### src/rtl/matmul_grid_mem_ctrl.sv
// BRAM address/write-enable sequencer for a GRID x GRID systolic matmul: host load, skewed A/B streaming, skewed C drain, C readback.
// Define MATMUL_GRID_WATCHDOG_EN to bound the WAIT state to 1024 cycles (err[1] on expiry).
module matmul_grid_mem_ctrl #(
    parameter int DWIDTH   = 8,
    parameter int MAT_SIZE = 16,
    parameter int AWIDTH   = 7,
    parameter int GRID     = 2,
    localparam int W       = MAT_SIZE * DWIDTH,
    localparam int BW      = (GRID > 2) ? $clog2(GRID) : 1
) (
    input  logic                   clk,
    input  logic                   reset,
    input  logic                   start,
    output logic                   busy,
    output logic                   done,
    output logic [1:0]             err,
    input  logic                   host_we,
    input  logic [1:0]             host_sel,
    input  logic [BW-1:0]          host_bank,
    input  logic [AWIDTH-1:0]      host_addr,
    input  logic [W-1:0]           host_wdata,
    output logic [W-1:0]           host_rdata,
    output logic                   host_rvalid,
    output logic [GRID*AWIDTH-1:0] a_addr,
    output logic [GRID*AWIDTH-1:0] b_addr,
    output logic [GRID*AWIDTH-1:0] c_addr,
    output logic [GRID-1:0]        a_we,
    output logic [GRID-1:0]        b_we,
    output logic [GRID-1:0]        c_we,
    output logic [W-1:0]           mem_wdata,
    input  logic [GRID*W-1:0]      c_rdata,
    output logic                   array_start,
    input  logic                   array_done
);

    localparam int STEPS = MAT_SIZE + GRID - 1;
    localparam int CW    = $clog2(STEPS + 1);
    localparam logic [CW-1:0] LAST_STEP = CW'(STEPS - 1);

    typedef enum logic [1:0] {S_IDLE, S_STREAM, S_WAIT, S_DRAIN} state_t;

    state_t          state;
    logic [CW-1:0]   step;
    logic            rd_pend;
    logic [BW-1:0]   rd_bank;
`ifdef MATMUL_GRID_WATCHDOG_EN
    logic [9:0]      wdog;
`endif

    // Bank b is offset by b steps so rows enter the array diagonally.
    function automatic logic [AWIDTH-1:0] skew_addr(input logic [CW-1:0] s, input int bank);
        int off;
        off = int'(s) - bank;
        if (off >= 0 && off < MAT_SIZE) return off[AWIDTH-1:0];
        return '1;
    endfunction

    function automatic logic skew_hit(input logic [CW-1:0] s, input int bank);
        int off;
        off = int'(s) - bank;
        return (off >= 0 && off < MAT_SIZE);
    endfunction

    assign busy = (state != S_IDLE);

    always_ff @(posedge clk or negedge reset) begin
        if (!reset) begin
            state       <= S_IDLE;
            step        <= '0;
            done        <= 1'b0;
            err         <= 2'b00;
            array_start <= 1'b0;
            host_rdata  <= '0;
            host_rvalid <= 1'b0;
            rd_pend     <= 1'b0;
            rd_bank     <= '0;
            a_we        <= '0;
            b_we        <= '0;
            c_we        <= '0;
            a_addr      <= '1;
            b_addr      <= '1;
            c_addr      <= '1;
            mem_wdata   <= '0;
`ifdef MATMUL_GRID_WATCHDOG_EN
            wdog        <= '0;
`endif
        end else begin
            a_we        <= '0;
            b_we        <= '0;
            c_we        <= '0;
            a_addr      <= '1;
            b_addr      <= '1;
            c_addr      <= '1;
            done        <= 1'b0;
            mem_wdata   <= host_wdata;
            rd_pend     <= 1'b0;
            host_rvalid <= rd_pend;

            // c_addr acts as the BRAM address register, so c_rdata is valid one cycle after it.
            if (rd_pend) begin
                for (int i = 0; i < GRID; i++) begin
                    if (rd_bank == BW'(i)) host_rdata <= c_rdata[i*W +: W];
                end
            end

            if (busy && host_we) err[0] <= 1'b1;

            case (state)
                S_IDLE: begin
                    for (int i = 0; i < GRID; i++) begin
                        if (host_bank == BW'(i)) begin
                            if (host_we && host_sel == 2'd0) begin
                                a_we[i]                   <= 1'b1;
                                a_addr[i*AWIDTH +: AWIDTH] <= host_addr;
                            end
                            if (host_we && host_sel == 2'd1) begin
                                b_we[i]                   <= 1'b1;
                                b_addr[i*AWIDTH +: AWIDTH] <= host_addr;
                            end
                            if (host_sel == 2'd2) c_addr[i*AWIDTH +: AWIDTH] <= host_addr;
                        end
                    end
                    if (host_sel == 2'd2) begin
                        rd_pend <= 1'b1;
                        rd_bank <= host_bank;
                    end
                    if (start) begin
                        state       <= S_STREAM;
                        step        <= '0;
                        err         <= 2'b00;
                        array_start <= 1'b1;
                    end
                end
                S_STREAM: begin
                    for (int i = 0; i < GRID; i++) begin
                        a_addr[i*AWIDTH +: AWIDTH] <= skew_addr(step, i);
                        b_addr[i*AWIDTH +: AWIDTH] <= skew_addr(step, i);
                    end
                    if (step == LAST_STEP) begin
                        state <= S_WAIT;
                        step  <= '0;
`ifdef MATMUL_GRID_WATCHDOG_EN
                        wdog  <= '0;
`endif
                    end else begin
                        step <= step + 1'b1;
                    end
                end
                S_WAIT: begin
                    if (array_done) begin
                        state <= S_DRAIN;
                        step  <= '0;
                    end
`ifdef MATMUL_GRID_WATCHDOG_EN
                    else if (wdog == 10'h3ff) begin
                        state       <= S_IDLE;
                        array_start <= 1'b0;
                        err[1]      <= 1'b1;
                    end else begin
                        wdog <= wdog + 1'b1;
                    end
`endif
                end
                S_DRAIN: begin
                    for (int i = 0; i < GRID; i++) begin
                        c_we[i]                    <= skew_hit(step, i);
                        c_addr[i*AWIDTH +: AWIDTH] <= skew_addr(step, i);
                    end
                    if (step == LAST_STEP) begin
                        state       <= S_IDLE;
                        done        <= 1'b1;
                        array_start <= 1'b0;
                    end else begin
                        step <= step + 1'b1;
                    end
                end
                default: state <= S_IDLE;
            endcase
        end
    end

endmodule

### config.mk
export PLATFORM = sky130hd
export DESIGN_NAME = matmul_grid_mem_ctrl
export DESIGN_NICKNAME = d
export VERILOG_FILES = /design/src/rtl/matmul_grid_mem_ctrl.sv
export SDC_FILE = /design/constraint.sdc
export NUM_CORES = 1
export LEC_CHECK = 0
export BUFFER_PORTS_ARGS = -buffer_cell sky130_fd_sc_hd__buf_4
export CORE_AREA = 2 2 278 280
export CTS_CLUSTER_DIAMETER = 100
export DETAILED_ROUTE_END_ITERATION = 16
export DIE_AREA = 0 0 280 282
export GPL_TIMING_DRIVEN = 0
export PLACE_DENSITY_LB_ADDON = 0.3
export SLEW_MARGIN = 15
export SYNTH_ARGS = -nofsm -noshare
export SYNTH_HDL_FRONTEND = slang
export SYNTH_SLANG_ARGS = --single-unit
### constraint.sdc
create_clock -name clk -period 5.3 [get_ports clk]
set_input_delay 0.53 -clock clk [delete_from_list [all_inputs] [get_ports clk]]
set_output_delay 0.53 -clock clk [all_outputs]
set_load 0.02 [all_outputs]
After elaboration in Yosys (flattened, before gate mapping)
Index checks and enable logic that the tools add are counted. W data, S select, Z words.

Flip-flop bits (word level): 317. Bits of input ports: 399. Output and inout bits: 310. Logic and storage cells: 100.

$add $sub $neg: 2. $lt $le $gt $ge: 4. Equality and inequality tests: 11. Multiplexer cells: 54. Reductions and logical operators: 13.

Operators by type and width (count): $mux W128 (1); $mux W7 (15); $pmux W14 S2 (3); $mux W1 (21); $mux W5 (4); $pmux W5 S4 (1); $mux W2 (7); $ne A2 B2 Y1 const B (5); $pmux W2 S4 (1); $eq A2 B2 Y1 const B (3); $ge A6 B1 Y1 const B (1); $lt A6 B6 Y1 const B (1); $reduce_and A3 Y1 (2); $sub A5 B1 Y6 const B (1); $add A5 B1 Y5 const B (1); $eq A5 B5 Y1 const B (1); $ge A5 B1 Y1 const B (1); $logic_and A1 B1 Y1 (5); $lt A5 B5 Y1 const B (1); $eq A2 B1 Y1 const B (2); $logic_not A2 Y1 (2); $reduce_and A4 Y1 (1); $reduce_bool A2 Y1 (2); $pmux W1 S2 (1); $reduce_and A2 Y1 (1).

Logic depth before layout (Yosys ltp)
Gate-level depths: netlist of the first run.

Word-level depth: 7. Mapped depth: 7. Gate-level depth less buffers: 6.

Worst setup path after synthesis of the first run
OpenSTA, ideal clock, no wires.

Path kind: register to register. Start: reg state[0]. End: reg a_addr[2]. Setup time: 0.074 ns. Arrival: 1.606 ns. Data required time: 5.226 ns. Slack: 3.620 ns. Cell stages (with the launch flop): 8. Path buffers: 1. Period minus slack after synthesis: 1.680 ns. Cell sequence: dfrtp_1 -> inv_1 -> ha_1 -> inv_2 -> clkbuf_1 -> nand2_1 -> o21a_1 -> o21ai_1.

Cells in the longest elaborated chain, start to end: 2. Elaborated cells between the ends (all ways): 3. Classes of those cells: eq/ne: 1; mux: 1; reduce/logical: 1.

Ends and longest elaborated chain: start: declaration (line 42) `state_t state;`; start signal: assignment (line 68) `state <= S_IDLE;`; start signal: assignment (line 128) `state <= S_STREAM;`; start signal: assignment (line 140) `state <= S_WAIT;`; $eq A2 B1 Y1 / $logic_not A2 Y1 (equally long branches) (line 108) `case (state)`; $pmux W14 S2 * (line 108); end signal: indexed assignment (line 114) `a_addr[i*AWIDTH +: AWIDTH] <= host_addr;`; end signal: indexed assignment (line 136) `a_addr[i*AWIDTH +: AWIDTH] <= skew_addr(step, i);`; end: declaration (line 24) `output logic [GRID*AWIDTH-1:0] a_addr,`.

Every way passes the cells marked *; elsewhere a longest branch is shown, timed or not. A chain may end at the register's enable or synchronous reset.

Worst setup path after layout of the first run
Start: reg state[0]. End: out busy.

Cells in the longest elaborated chain, start to end: 1.

Ends and longest elaborated chain: $reduce_bool A2 Y1 (line 64) `assign busy = (state != S_IDLE);`; end: declaration (line 14) `output logic busy,`.

No other way between the ends.

==> impl_results.md, run 1 <==
* Gpl congestion at 0.8250
* DRT Wirelength at 50980 um
* Die X at 280 um
* Setup bufs post-CTS at 0
* IO Pins at 709
* Worst Path Max Fanout at 10
* DRT Pass-1 Iters at 5
* Worst Tran Pin Value at 1.046 ns
* Met3 routed WL at 4311 um
* Largest delay share family, worst path: buffers and inverters
* Iter 0 DRT Violations at 517
* YS warnings at 0
* Vias in the first global route at 10.97k
* Die outline height at roughly 280 um
* Fin Setup TNS at 0 ns
* Vias per inst at about 3.8
* Initial Util at between 10% and 20%
* Layout overhead on the synthesized area at 68.41%
* Layout fillers at roughly 8.1k
* Core Rows at 101
* Leak Pwr at approximately 9.4 nW
* CTS clk-pin slew, worst paths at 0.06 ns
* CTS max path bufs at 3
* Initial antenna violation count at 0
* Setup repair after global routing missed its margin: false
* Final setup vio count at 0
* WL/cell at roughly 19 um
* Dpl hpwl at 40210 um
* Mapped Cells at roughly 950
* Buffers plus inverters on the worst setup path at 4
* M1 WL at 19260 um
* Slowest stage cell on the critical path: clkbuf_1
* Register area share after synthesis at 68.24%
* Largest net degree at the start of global routing at 107
* Max Clk Rate at 0.3863 GHz
* Via count at ~10k
* Worst skew pair latency at 0.56 ns
* Worst clock skew at 0.01728 ns
* Final worst path period need at 2.589 ns
* Top layer in use: met4
* TritonCTS clock tree: built
* Hold Slack at between 0.07 and 0.08 ns
* CP Capture Type: primary output
* Setup WS pre-CTS at 2.923 ns
* Mean post-synth cell area at 12.30 um2
* Root Buffer: clkbuf_16
* CTS Buf Count at 40
* Synth Register Bits at 317
* Final count of hold timing violations at 0
* DRC errors left at 0
* Core area at 75700 um2
* Clock Sinks at around 320
* Htree depth at 2
* Worst path required time at about 4.8 ns
* Post-cts sizing count at 0
* Final WS setup at 2.711 ns
* Die area at 78960 um2
* Crit share post-route at 48.85%
* Metal2 WL at 25790 um
* Number of nets in the finished design at 2109
* CP startpoint kind: flip-flop
* Worst Path Arrival at ~2.1 ns
* # Max-Cap Violations at 0
* Max VDD drop at 249.9 uV
* Critical path class: reg2out
* Synth Cell Area at 11700 um2
* Final Max Slew Viols at 0
* HP Class: in2reg
* Status: completed
* Post-DRT Antenna Nets at 0
* Port Buf Inserts at 706
* First-pass GRT wire length at 71750 um
* CP peak stage delay at 0.42 ns
* Layout cells sized above 1 at 48.56%
* Max-slew headroom at 30.26%
* Post-Synthesis Net Count at between 1k and 1.5k
* Total track usage at approximately an eighth
* Total gr overflow at 0
* Pwr Density at 550.6 nW/um2
* CP Cell Sequence: inv_1, ha_1, inv_2, clkbuf_1, buf_4
* Yosys cell types at 46
synthesized netlist by cell type, drive strengths merged:
cell / count / area (um2)
or2: 4 / 25.03
a21boi: 3 / 22.52
nand4: 1 / 6.260
o21a: 2 / 15.01
mux2: 1 / 11.26
or3: 2 / 12.51
conb: 1 / 3.750
nand3b: 2 / 15.01
nor3b: 1 / 7.510
inv: 13 / 48.80
nor4: 1 / 12.51
nand2: 25 / 93.84
and4bb: 1 / 12.51
o22ai: 1 / 6.260
and2: 1 / 6.260
o31ai: 1 / 7.510
or3b: 1 / 8.760
o211ai: 1 / 7.510
o21ai: 53 / 276.5
o21bai: 1 / 7.510
dfstp: 42 / 1104
clkbuf: 40 / 150.1
nand2b: 2 / 12.51
nand4bb: 1 / 11.26
a22o: 1 / 8.760
a21oi: 137 / 689.4
o2bb2ai: 1 / 8.760
nor3: 6 / 30.03
nand3: 18 / 90.09
mux2i: 131 / 1311
nor2b: 2 / 12.51
buf: 21 / 106.4
o311a: 1 / 10.01
nor2: 145 / 544.3
dfrtp: 275 / 6882
o311ai: 2 / 17.52
a31oi: 3 / 18.77
ha: 7 / 87.58
timing repair:
item | CTS | global route
hold endpoints to repair | 57 | 0
setup endpoints to repair | 0 | 0
hold buffers | 1 | 0
through the flow:
stage / area [um2] / power (mW) / util (%) / instances
2_1_floorplan: 11700 / 5.924 / - / 951
3_3_place_gp: 18230 / 8.088 / 24.08 / 2635
3_5_place_dp: 18320 / 8.139 / 24.20 / 2638
4_1_cts: 19700 / 11.06 / 26.03 / 2712
5_1_grt: 19700 / 11.51 / 26.03 / 2712
6_report: 19710 / 10.85 / 26.03 / 2713
metal layers:
metal,global-route usage (%),up-vias
li1,-,4745
met1,13.66,4970
met2,21.67,456
met3,3.961,69
met4,4.168,0
met5,0,-
registers in the layout, indices dropped and copies added (netlist names), 2 cells and up:
signal      flops
b_addr         14
state           2
a_we            2
step            5
mem_wdata     128
c_we            2
host_rdata    128
c_addr         14
b_we            2
a_addr         14
final timing paths:
check / cells past startpoint / startpoint / slack (ns) / end
worst min-delay path: 1 / host_wdata[124] / 0.07 / mem_wdata[124]$_DFF_PN0_
min in group asynchronous: 2 / reset / 0.49 / host_rdata[120]$_DFFE_PN0P_
worst max register to register: 3 / rd_pend$_DFF_PN0_ / 3.07 / host_rdata[10]$_DFFE_PN0P_
max in group asynchronous: 4 / reset / 3.44 / host_rdata[46]$_DFFE_PN0P_
worst max-delay path: 5 / state[0]$_DFFE_PN0P_ / 2.71 / busy
worst min register to register: 0 / rd_pend$_DFF_PN0_ / 0.46 / host_rvalid$_DFF_PN0_
power breakdown:
group,internal [mW],switching (mW),total [mW]
clock network,1.70,1.12,2.83
logic,1.75,2.72,4.47
registers,3.20,0.356,3.56
total,6.66,4.19,10.9
cell families (layout without fill, tap and decap cells):
| logic type | after synthesis | in the layout | share of synthesized area, % |
|---|---|---|---|
| AO/OA/AOI/OAI | 207 | 207 | 9.367 |
| other | 1 | 2 | 0.03205 |
| AND/OR/NAND/NOR | 213 | 213 | 7.699 |
| flip-flops | 317 | 317 | 68.24 |
| multiplexers | 132 | 132 | 11.30 |
| buffers and inverters | 74 | 857 | 2.609 |
| adder cells (fa/ha/maj) | 7 | 7 | 0.7485 |
area by class of cell:
cell class	count	area (um2)	area share [%]
tap	978	1224	6.210
multi-input combinational	560	3411	17.31
buffer	61	256.5	1.302
sequential	317	7985	40.52
antenna	1	2.502	0.01270
clock inverter	16	211.5	1.073
timing repair buffer	710	5400	27.40
inverter	13	48.80	0.2476
clock buffer	57	1167	5.924
cell usage in the layout (no fill, tap or decap), types with 24 or more instances in the layout:
cell,n
buf_4,706
clkbuf_16,42
nand2_1,25
dfrtp_1,275
mux2i_1,131
nor2_1,145
o21ai_1,24
clkbuf_1,49
o21ai_0,26
dfstp_2,42
a21oi_1,136
(Power assumes the default switching activity.)
==> inputs of run 2 (changes only) <==
--- a/config.mk
+++ b/config.mk
@@ -6,10 +6,10 @@
 export NUM_CORES = 1
 export LEC_CHECK = 0
 export BUFFER_PORTS_ARGS = -buffer_cell sky130_fd_sc_hd__buf_4
-export CORE_AREA = 2 2 278 280
+export CORE_AREA = 2 2 273 275
 export CTS_CLUSTER_DIAMETER = 100
 export DETAILED_ROUTE_END_ITERATION = 16
-export DIE_AREA = 0 0 280 282
+export DIE_AREA = 0 0 275 277
 export GPL_TIMING_DRIVEN = 0
 export PLACE_DENSITY_LB_ADDON = 0.3
 export SLEW_MARGIN = 15
==> constraint.sdc (replaced) <==
create_clock -name clk -period 2.1 [get_ports clk]
set_input_delay 0.21 -clock clk [delete_from_list [all_inputs] [get_ports clk]]
set_output_delay 0.21 -clock clk [all_outputs]
set_load 0.02 [all_outputs]
==> run 2 against run 1 <==
Net effect:
- clock power grew 140%
- first-iteration DRC count grew 8.9%
- via count up 15%
- global-route usage grew 1.1 points
- sequential share of layout area down 6.4 points
- final area up 19%
- core utilization grew 5.7 points
- sequential power increased to 2.5 times the previous value
- largest cell class is now non-clock buffers
==> impl_results.md, run 2 (synthesis results as in run 1) <==
* Status: completed
* Worst hold path startpoint: c_rdata[123]
* Top layer in use: met4
* Final count of hold timing violations at 0 (unchanged)
* Htree depth at 2 (unchanged)
* Worst Path Max Fanout at 9 (-1)
* Buffers plus inverters on the worst setup path at 2 (-2)
* Launch point of the worst reg-to-reg path: step[0]$_DFFE_PN0P_
* CP startpoint kind: flip-flop
* Total track usage at 13.28% (+1.1 points)
* DRT Pass-1 Iters at 5 (unchanged)
* Final Max Slew Viols at 0 (unchanged)
* Largest net degree at the start of global routing at 107 (unchanged)
* Slowest stage cell on the critical path: o311a_1
* Via count at 11.80k (+15%)
* N_diodes at 0 (-1)
* DRT Wirelength at 53330 um (+4.6%)
* Largest delay share family, worst path: compound AO/OA/AOI/OAI gates
* Gpl congestion at 0.7912 (-4.1%)
* Critical path class: reg2reg
* R2R setup slack at 0.09 ns (-2.98 ns)
* Core Rows at 100 (-0.99%)
* Die X at 275 um (-1.8%)
* Total gr overflow at 0 (unchanged)
* Worst Tran Pin Value at 0.7074 ns (-0.3388 ns)
* Core area at 73570 um2 (-2.8%)
* Setup bufs post-CTS at 0 (unchanged)
* Commonest non-fill, non-tap cell in the layout: buf_4
* Max-slew headroom at 52.84% (+23 points)
* Pwr Density at 1187 nW/um2 (+120%)
* Met3 routed WL at 4095 um (-5.0%)
* Die area at 76180 um2 (-3.5%)
* Post-Place Cells at 2629 (-0.34%)
* CP Capture Type: flip-flop
* Final WS setup at 0.09189 ns (-2.619 ns)
* Vias per inst at 3.839 (+1.7%)
* Number of nets in the finished design at 2480 (+18%)
* Die outline height at 277 um (-1.8%)
* Max Clk Rate at 0.4980 GHz
* CTS Buf Count at 40 (unchanged)
* CP Cell Sequence: buf_2, inv_1, ha_1, o311a_1, a21oi_2, nand2_1
* Vias in the first global route at 13.08k (+19%)
* TritonCTS clock tree: built
* Metal2 WL at 27180 um (+5.4%)
* Fin Setup TNS at 0 ns (unchanged)
* Post-DRT Antenna Nets at 0 (unchanged)
* Layout cells sized above 1 at 40.67% (-7.9 points)
* Initial antenna violation count at 1 (+1)
* CTS clk-pin slew, worst paths at 0.06 ns (about the same)
* WL/cell at 17.35 um (-7.7%)
* HP Class: in2reg
* IO Pins at 709 (unchanged)
* Setup repair after global routing missed its margin: true
* Worst path required time at 2.56 ns (-2.21 ns)
* CTS max path bufs at 3 (unchanged)
* Root Buffer: clkbuf_16
* Leak Pwr at 10.93 nW (+17%)
* Final setup vio count at 0 (unchanged)
* Max VDD drop at 781.4 uV (+210%)
* Port Buf Inserts at 706 (unchanged)
* Final cell count without fillers at 3074 (+13%)
* CP peak stage delay at 0.49 ns (+0.07 ns)
* Worst Path Arrival at 2.47 ns (+0.41 ns)
* Clock Sinks at 317 (unchanged)
* # Max-Cap Violations at 0 (unchanged)
* Initial Util at 15.90% (+0.45 points)
* First-pass GRT wire length at 77750 um (+8.4%)
* Dpl hpwl at 38040 um (-5.4%)
* Regs by FF count: host_rdata (128), mem_wdata (128)
* Worst skew pair latency at 0.56 ns (about the same)
* Hold Slack at 0.04266 ns (-0.03039 ns)
* Worst Setup SP: step[0]$_DFFE_PN0P_
* Most frequent cells in the layout: 709 x buf_4, 373 x dlygate4sd3_1, 275 x dfrtp_1
* Iter 0 DRT Violations at 563 (+8.9%)
* Crit share post-route at 95.62%
* Setup WS pre-CTS at -0.6235 ns (-3.546 ns)
* M1 WL at 20030 um (+4.0%)
* DRC errors left at 0 (unchanged)
* Layout overhead on the synthesized area at 99.73%
* Final worst path period need at 2.008 ns
* Worst clock skew at 0.02143 ns (+0.004150 ns)
-- run 2: worst paths after layout --
kind,endpoint,cells past startpoint
worst max-delay path,b_addr[12]$_DFF_PN1_,6
worst min-delay path,host_rdata[123]$_DFFE_PN0P_,3
worst max register to register,b_addr[12]$_DFF_PN1_,6
worst min register to register,host_rvalid$_DFF_PN0_,0
max in group asynchronous,a_addr[7]$_DFF_PN1_,4
min in group asynchronous,host_rdata[65]$_DFFE_PN0P_,2
-- run 2: report_power, final --
part | internal, mW | total, mW | switching (mW) | leakage, nW
clock network | 3.92 | 6.73 | 2.80 | 0.640
logic | 4.99 | 12.0 | 7.04 | 6.75
registers | 8.08 | 8.98 | 0.903 | 3.55
-- run 2: metal layers --
| layer | global-route usage (%) | vias up |
|---|---|---|
| met4 | 5.253 | 0 |
| met2 | 24.09 | 497 |
| li1 | - | 5498 |
| met5 | 0 | - |
| met1 | 14.46 | 5706 |
| met3 | 3.659 | 101 |
-- run 2: area by class of cell --
class / count / area, um2
fill: 7366 / 50200
timing repair buffer: 1082 / 9124
sequential: 317 / 7985
multi-input combinational: 560 / 3451
tap: 969 / 1212
clock buffer: 55 / 1137
buffer: 60 / 276.5
clock inverter: 18 / 136.4
inverter: 13 / 48.80
-- run 2: worst reg2reg max path, cell delays in order (launching register included) --
cell     delay, ns
dfrtp_1       0.34
buf_2         0.21
inv_1         0.12
ha_1          0.27
o311a_1       0.49
a21oi_2       0.37
nand2_1       0.12
-- run 2: timing repair --
action | 4_1_cts | 5_1_grt
hold buffers | 373 | 0
resized for setup | 10 | 14
setup endpoints to repair | 18 | 29
hold endpoints to repair | 398 | 0
cloned | 0 | 0
-- run 2: metrics by stage --
| step | util (%) | total power [mW] | instance area (um2) |
|---|---|---|---|
| after CTS | 31.72 | 28.16 | 23340 |
| final | 31.77 | 27.74 | 23370 |
| after global placement | 24.76 | 20.38 | 18210 |
| after detailed placement | 24.88 | 20.51 | 18300 |
| after floorplan | - | 14.95 | 11700 |
| after global routing | 31.77 | 29.38 | 23370 |
